File: src/rtl/mem_arb_pkg.sv
// Shared types and constants for the two-requester memory arbiter.
package mem_arb_pkg;

  localparam int DATA_W          = 32;
  localparam int MEM_LATENCY_DEF = 4;
  // Wide enough for a latency count of up to 15 cycles.
  localparam int CNT_W           = 4;

  typedef enum logic [1:0] {
    IDLE,
    ISSUE,
    WAIT,
    DONE
  } state_t;

  typedef enum logic {
    GNT_I,
    GNT_D
  } grant_t;

endpackage

File: src/rtl/mem_arb_picker.sv
// Combinational two-way grant selection between the I-cache and the D-cache.
// Build option MEM_ARB_DCACHE_PRIORITY_EN: D wins every tie, with no
// last-grant history. Without it, ties go to whichever side did not win last.
module mem_arb_picker
  import mem_arb_pkg::*;
(
  input  logic   i_req,
  input  logic   d_req,
`ifdef MEM_ARB_DCACHE_PRIORITY_EN
`else
  input  grant_t last_grant,
`endif
  output grant_t grant
);

  // A lone requester always wins; only a tie consults the policy.
  always_comb begin
    grant = GNT_I;
`ifdef MEM_ARB_DCACHE_PRIORITY_EN
    if (d_req) grant = GNT_D;
`else
    if (d_req && (!i_req || last_grant == GNT_I)) grant = GNT_D;
`endif
  end

endmodule

File: src/rtl/mem_arbiter.sv
// Shares one fixed-latency memory port between the I-cache and the D-cache.
// A winning request is latched, issued for one cycle, and the latency is
// counted out. Read data and a one-cycle done pulse then return to the winner.
// Build option MEM_ARB_DCACHE_PRIORITY_EN selects fixed D-cache priority
// instead of round-robin.
module mem_arbiter
  import mem_arb_pkg::*;
#(
  parameter int MEM_LATENCY = MEM_LATENCY_DEF,
  parameter int ADDR_W      = 32
) (
  input  logic              clk,
  input  logic              reset,
  input  logic              i_req,
  input  logic              i_we,
  input  logic [ADDR_W-1:0] i_addr,
  input  logic [DATA_W-1:0] i_wdata,
  output logic [DATA_W-1:0] i_rdata,
  output logic              i_done,
  input  logic              d_req,
  input  logic              d_we,
  input  logic [ADDR_W-1:0] d_addr,
  input  logic [DATA_W-1:0] d_wdata,
  output logic [DATA_W-1:0] d_rdata,
  output logic              d_done,
  output logic [ADDR_W-1:0] mem_address,
  output logic              mem_write_en,
  output logic [DATA_W-1:0] mem_data_in,
  input  logic [DATA_W-1:0] mem_data_out
);

  localparam logic [CNT_W-1:0] CNT_LOAD = CNT_W'(MEM_LATENCY - 1);

  state_t           state;
  grant_t           owner;
  grant_t           pick;
  logic             lat_we;
  logic [CNT_W-1:0] cnt;
`ifdef MEM_ARB_DCACHE_PRIORITY_EN
`else
  grant_t           last_grant;
`endif

  mem_arb_picker u_picker (
    .i_req      (i_req),
    .d_req      (d_req),
`ifdef MEM_ARB_DCACHE_PRIORITY_EN
`else
    .last_grant (last_grant),
`endif
    .grant      (pick)
  );

  // Transaction FSM. mem_address and mem_data_in double as the latched
  // request, so they hold the winner's values for the whole transaction.
  always_ff @(posedge clk or negedge reset) begin
    if (!reset) begin
      state        <= IDLE;
      owner        <= GNT_I;
      lat_we       <= 1'b0;
      cnt          <= '0;
      mem_address  <= '0;
      mem_write_en <= 1'b0;
      mem_data_in  <= '0;
      i_rdata      <= '0;
      d_rdata      <= '0;
      i_done       <= 1'b0;
      d_done       <= 1'b0;
`ifdef MEM_ARB_DCACHE_PRIORITY_EN
`else
      last_grant   <= GNT_I;
`endif
    end else begin
      case (state)
        IDLE: begin
          if (i_req || d_req) begin
            owner <= pick;
`ifdef MEM_ARB_DCACHE_PRIORITY_EN
`else
            last_grant <= pick;
`endif
            if (pick == GNT_D) begin
              lat_we       <= d_we;
              mem_write_en <= d_we;
              mem_address  <= d_addr;
              mem_data_in  <= d_wdata;
            end else begin
              lat_we       <= i_we;
              mem_write_en <= i_we;
              mem_address  <= i_addr;
              mem_data_in  <= i_wdata;
            end
            state <= ISSUE;
          end
        end
        ISSUE: begin
          mem_write_en <= 1'b0;
          cnt          <= CNT_LOAD;
          state        <= WAIT;
        end
        WAIT: begin
          if (cnt == '0) begin
            if (!lat_we) begin
              if (owner == GNT_D) d_rdata <= mem_data_out;
              else                i_rdata <= mem_data_out;
            end
            if (owner == GNT_D) d_done <= 1'b1;
            else                i_done <= 1'b1;
            state <= DONE;
          end else begin
            cnt <= cnt - 1'b1;
          end
        end
        DONE: begin
          i_done <= 1'b0;
          d_done <= 1'b0;
          state  <= IDLE;
        end
        default: state <= IDLE;
      endcase
    end
  end

endmodule
File: config.mk
export PLATFORM = sky130hd
export DESIGN_NAME = mem_arbiter
export DESIGN_NICKNAME = d
export VERILOG_FILES = /design/src/rtl/mem_arb_pkg.sv /design/src/rtl/mem_arb_picker.sv /design/src/rtl/mem_arbiter.sv
export SDC_FILE = /design/constraint.sdc
export NUM_CORES = 1
export LEC_CHECK = 0
export ABC_AREA = 1
export BUFFER_PORTS_ARGS = -buffer_cell sky130_fd_sc_hd__buf_2
export CAP_MARGIN = 40
export CORE_ASPECT_RATIO = 2
export CORE_UTILIZATION = 40
export DETAILED_ROUTE_END_ITERATION = 16
export HOLD_SLACK_MARGIN = 0.02
export PLACE_DENSITY = 0.73
export SYNTH_ARGS = -nofsm -noshare
export SYNTH_HDL_FRONTEND = slang
export SYNTH_SLANG_ARGS = --single-unit
File: constraint.sdc
create_clock -name clk -period 1.3 [get_ports clk]
set_input_delay 0.195 -clock clk [delete_from_list [all_inputs] [get_ports clk]]
set_output_delay 0.195 -clock clk [all_outputs]
set_load 0.01 [all_outputs]
== Word-level counts from Yosys, hierarchy flattened ==
Index checks and enable logic that the tools add are counted.

* Register bits: 139
* Latch bits: 0
* RAM bits: 0
* ROM bits: 0
* Output and inout port bits: 131
* Memories kept: 0

* Add/subtract/negate cells: 1
* Multiply operators: 0
* Divide/modulo/power cells: 0
* Magnitude comparators: 0
* Equal/unequal tests: 8
* Shifts and indexed selects: 0
* Mux-type cells: 17
* Bitwise gates (word level): 2
* Reductions and logical operators: 17

{| class="wikitable"
|+ Operators by type and width
! cell !! number
|-
| 32-bit two-way mux || 2
|-
| 2-bit != test, second input constant || 5
|-
| 2-bit one-hot mux with 4 select lines || 1
|-
| 4-bit one-hot mux with 2 select lines || 1
|-
| 2-bit AND reduction || 4
|-
| 4-bit AND reduction || 2
|-
| 1-bit two-way mux || 7
|-
| 1-bit one-hot mux with 2 select lines || 3
|-
| 3-bit AND reduction || 2
|-
| 2-bit nonzero test || 3
|-
| 2-bit == test, second input constant || 2
|-
| 4-bit logical NOT || 1
|-
| 2-bit two-way mux || 2
|-
| 4-bit two-way mux || 1
|-
| 4-bit by 1-bit subtractor with 4-bit output, second input constant || 1
|-
| 2-bit by 1-bit == test with 1-bit output, second input constant || 1
|-
| 2-bit logical NOT || 1
|-
| 1-bit logical OR || 2
|-
| 1-bit inverter || 2
|-
| 1-bit logical AND || 1
|-
| 1-bit logical NOT || 1
|}

== Depth between registers and ports, before layout ==
* Word-level depth: 7
* Gate-level depth with buffers: 9
* Depth with buffers taken out: 7

== Modules after synthesis ==
Synthesis repeated with hierarchy kept, for this count alone.

* Cells, all modules: 669
* Area, all modules: 6,333.6 µm²

{| class="wikitable"
|+ Modules (own cells, without submodules)
! module !! instances !! cells each !! area each (µm²) !! seq. area each (µm²)
|-
| mem_arbiter || 1 || 667 || 6,321.1 || 3,478.3
|-
| mem_arb_picker || 1 || 2 || 12.5 || 0.0
|}

== Worst setup path after synthesis ==
OpenSTA, ideal clock, no wires.

* Kind: register to register
* Start point: register state[0]
* End point: register i_rdata[16]
* Setup time: 0.121 ns
* Data arrival time: 1.284 ns
* Path slack: -0.105 ns
* Stages on the path, launching flop included: 10
* Path buffers: 2
* Path through: dfrtp_1 -> inv_1 -> ha_1 -> buf_4 -> nand2_1 -> nor2_1 -> nand2_2 -> buf_2 -> nand2_1 -> o21ai_1

* Word-level cells in the longest chain between the ends: 2

{| class="wikitable"
|+ Ends and longest elaborated chain
! item !! line !! source
|-
| from (decl) || mem_arbiter.sv:34 || <nowiki>state_t state;</nowiki>
|-
| from (signal assigned) || mem_arbiter.sv:58 || <nowiki>state <= IDLE;</nowiki>
|-
| from (signal assigned) || mem_arbiter.sv:93 || <nowiki>state <= ISSUE;</nowiki>
|-
| from (signal assigned) || mem_arbiter.sv:99 || <nowiki>state <= WAIT;</nowiki>
|-
| 2-bit == test || mem_arbiter.sv:74 || <nowiki>case (state)</nowiki>
|-
| 4-bit AND reduction (no source line) || n/a ||
|-
| to (signal assigned) || mem_arbiter.sv:105 || <nowiki>else i_rdata <= mem_data_out;</nowiki>
|-
| to (decl) || mem_arbiter.sv:18 || <nowiki>output logic [DATA_W-1:0] i_rdata,</nowiki>
|}

Every way passes these cells.
A chain may end at the register's enable or synchronous reset.

== Worst setup path after layout ==
* Start point: register state[0]
* End point: register d_rdata[14]

* Word-level cells in the longest chain between the ends: 2

{| class="wikitable"
|+ Ends and longest elaborated chain
! item !! line !! source
|-
| 2-bit == test || mem_arbiter.sv:74 ||
|-
| 4-bit AND reduction (no source line) || n/a ||
|-
| to (signal assigned) || mem_arbiter.sv:104 || <nowiki>if (owner == GNT_D) d_rdata <= mem_data_out;</nowiki>
|-
| to (decl) || mem_arbiter.sv:24 || <nowiki>output logic [DATA_W-1:0] d_rdata,</nowiki>
|}

Every way passes these cells.

==> impl_results.md <==
- Status: finished with violations
- Failing checks: negative setup slack
- Port Buffer Count: 296
- Worst-Margin Slew: 329.3 ps
- Die ar.: 16090 sq um
- Final worst slack: -100.2 ps
- H-tree Lvls: 4
- Nets@finish: 1253
- Finished Cell Area: 9644 sq um
- DRT iter0 DRCs: 158
- Slowest stage cell, crit path: dfrtp_1
- Seq/Total Area, Yosys: 0.5589
- Final core occ: 0.6339
- Root Driver: clkbuf_16
- Total GRT Usage: 0.2239
- Total gr overflow: 0
- Fmax: 714.2 MHz
- Worst path max stage delay: 380 ps
- Post-route ant nets: 0
- Reg clk slew, reported paths: 70 ps
- I/O Pins: 297
- Detailed Place HPWL: 12470 um
- First-pass GRT wire length: 28420 um
- Initial antenna violation count: 0
- DIE HEIGHT: 178.4 um
- Core area: 15210 sq um
- LEAKAGE: 5.449 nW
- # clock sinks: 139
- Levels on crit path: 8
- Wire per inst: 14.37 um
- Number of hold violations in the final report: 0
- DRC: 0
- RSZ-0062 raised after global routing: true
- Die W: 90.20 um
- Yosys reg bits: 139
- Mapped Area: 6223 sq um
- Synthesized instance count: 736
- Crit. End Element: flop
- Crit-path leading delay family: flip-flops
- Initial core utilization: 0.4090
- Worst-path cell chain: inv_2, ha_4, nand2_4, nor2_4, nand2_8, clkbuf_16, nand2_2, o21ai_1
- Area grow syn2layout: 54.97%
- Final worst-path cycle share: 1.077
- R2R depth: 8
- Vias per inst: 4.720
- Critical Path Start Type: flop
- Worst Path Required: 1590 ps
- Clock Skews: 9.539 ps
- # rows: 64
- Syn_area_per_cell: 8.456 sq um
- Max IR drop VDD: 1.047 mV
- Skew-Pair Late Insertion Delay: 410 ps
- Most Used Layer, Global Route: met2
- Met1 usage: 0.2472
- Slew Limit Fails: 0
- Pwr per Cell Area: 2349 nW/um^2
- Syn Nets: 907
- CTS Buf Count: 17
- Vias in the first global route: 5795
- Post-route minimum period: 1400 ps
- Grt met3 use: 0.03836
- Setup Viol. Count Final: 115
- Synth Warn #: 0
- Worst-path fanout max: 7
- Maxcap violations: 0
- Vias: 6108
- Critical path class: flop to flop
- Routing usage on met2: 0.4179
- Fillers: 1308
- Arr. time, crit path: 1690 ps
- Layout cell share with drive strength beyond 1: 0.4210
- Worst Path Buf+Inv: 2
- CTS tree: yes
- Placer Congestion: 0.8348
- Largest net degree at the start of global routing: 53
- Slew headroom: 0.7805
- Max clock buf depth: 2
- Cell Area, Placed: 8125 sq um
- Unique masters post-synth: 19
- Min-delay worst type: input pin to flop
- Hold Crit Depth: 3
- Final wirelength: 18600 um
- Pre-antenna DRT Iters: 5
area by class of cell:
type,count,area (sq um),share of cell area
clock inverter,14,160.2,0.01661
antenna,1,2.502,0.0002595
tap,198,247.7,0.02569
inverter,109,414.1,0.04294
timing repair buffer,367,2435,0.2525
sequential,139,3480,0.3608
clock buffer,18,439.2,0.04554
multi-input combinational,448,2466,0.2557
placed cells by master (no fill, tap or decap), drive strengths merged, types with 8 or more instances in the layout:
cell	count
dlygate4sd3	17
nand3	8
o211ai	64
o21ai	69
buf	345
inv	115
dfrtp	139
clkbuf	23
nand2	291
per-layer routing:
metal  wire [um]  part of all wire
met5           0                 0
met4         455             0.024
met3         870             0.047
met2       10540              0.57
met1        6724              0.36
cell families (layout without fill, tap and decap cells):
logic type | after synthesis | count (layout) | synth area share
simple gates | 307 | 308 | 0.1898
buf+inv | 150 | 508 | 0.1057
flops | 139 | 139 | 0.5589
compound gates | 134 | 134 | 0.1341
fa+ha+maj | 5 | 5 | 0.01005
xor+xnor | 1 | 1 | 0.001408
other cells | 0 | 1 | 0
where the power goes:
part | switching, mW | leakage (nW) | internal (mW)
combinational | 5.38 | 3.52 | 4.50
sequential | 1.37 | 1.64 | 6.52
clock | 1.96 | 0.292 | 2.93
cell usage after synthesis:
cell	n	share of area
a21oi_1	1	0.00080
buf_2	25	0.020
buf_4	9	0.011
buf_6	4	0.0072
clkbuf_1	3	0.0018
dfrtp_1	139	0.56
ha_1	5	0.010
inv_1	107	0.065
inv_2	2	0.0012
nand2_1	287	0.17
nand2_2	3	0.0030
nand3_1	8	0.0064
nand3b_1	1	0.0012
nand4_1	3	0.0030
nor2_1	5	0.0030
o211ai_1	64	0.077
o21ai_1	68	0.055
o21ai_2	1	0.0014
xor2_1	1	0.0014
path summary, 6_finish.rpt:
check	startpoint	to	slack (ps)
max	state[0]	d_rdata[14]	-100
min	d_addr[11]	mem_address[11]	30
max reg2reg	state[0]	d_rdata[14]	-100
min reg2reg	mem_address[21]	mem_address[21]	470
max in group asynchronous	reset	mem_address[21]	530
min in group asynchronous	reset	i_rdata[29]	250
flip-flops by register name, indices dropped and copies added (netlist names):
name          cells
last_grant        1
state             2
d_done            1
cnt               4
d_rdata          32
i_done            1
mem_write_en      1
mem_address      32
lat_we            1
i_rdata          32
mem_data_in      32
timing repair:
| item | in CTS | in global routing |
|---|---|---|
| setup buffers | 6 | 7 |
| cloned | 5 | 6 |
| endpoints found under the setup margin | 138 | 136 |
| hold buffers | 17 | 0 |
| gates resized for setup | 47 | 58 |
| endpoints found under the hold margin | 148 | 0 |
| pin swaps | 6 | 7 |
worst register-to-register path: stages, from the launching register on:
cell and delay, ps:
dfrtp_1 380, inv_2 100, ha_4 170, nand2_4 60, nor2_4 130, nand2_8 130, clkbuf_16 200, nand2_2 50
o21ai_1 60
per-stage QoR:
| stage | worst slack, ps | hold slack, ps | std cells | TNS, ps | power [mW] |
|---|---|---|---|---|---|
| after detailed placement | -135.9 | 101.5 | 1220 | -9834 | 16.32 |
| final | -100.2 | 28.93 | 1294 | -6051 | 22.65 |
| after floorplan | -47.48 | -100.6 | 736 | -4148 | 12.57 |
| after global placement | -114.4 | 103.2 | 1220 | -6162 | 16.07 |
| after CTS | -98.57 | 20.08 | 1280 | -6241 | 22.06 |
| after global routing | -168.9 | 26.02 | 1293 | -16150 | 24.24 |
Power figures use the tool's default switching activity.
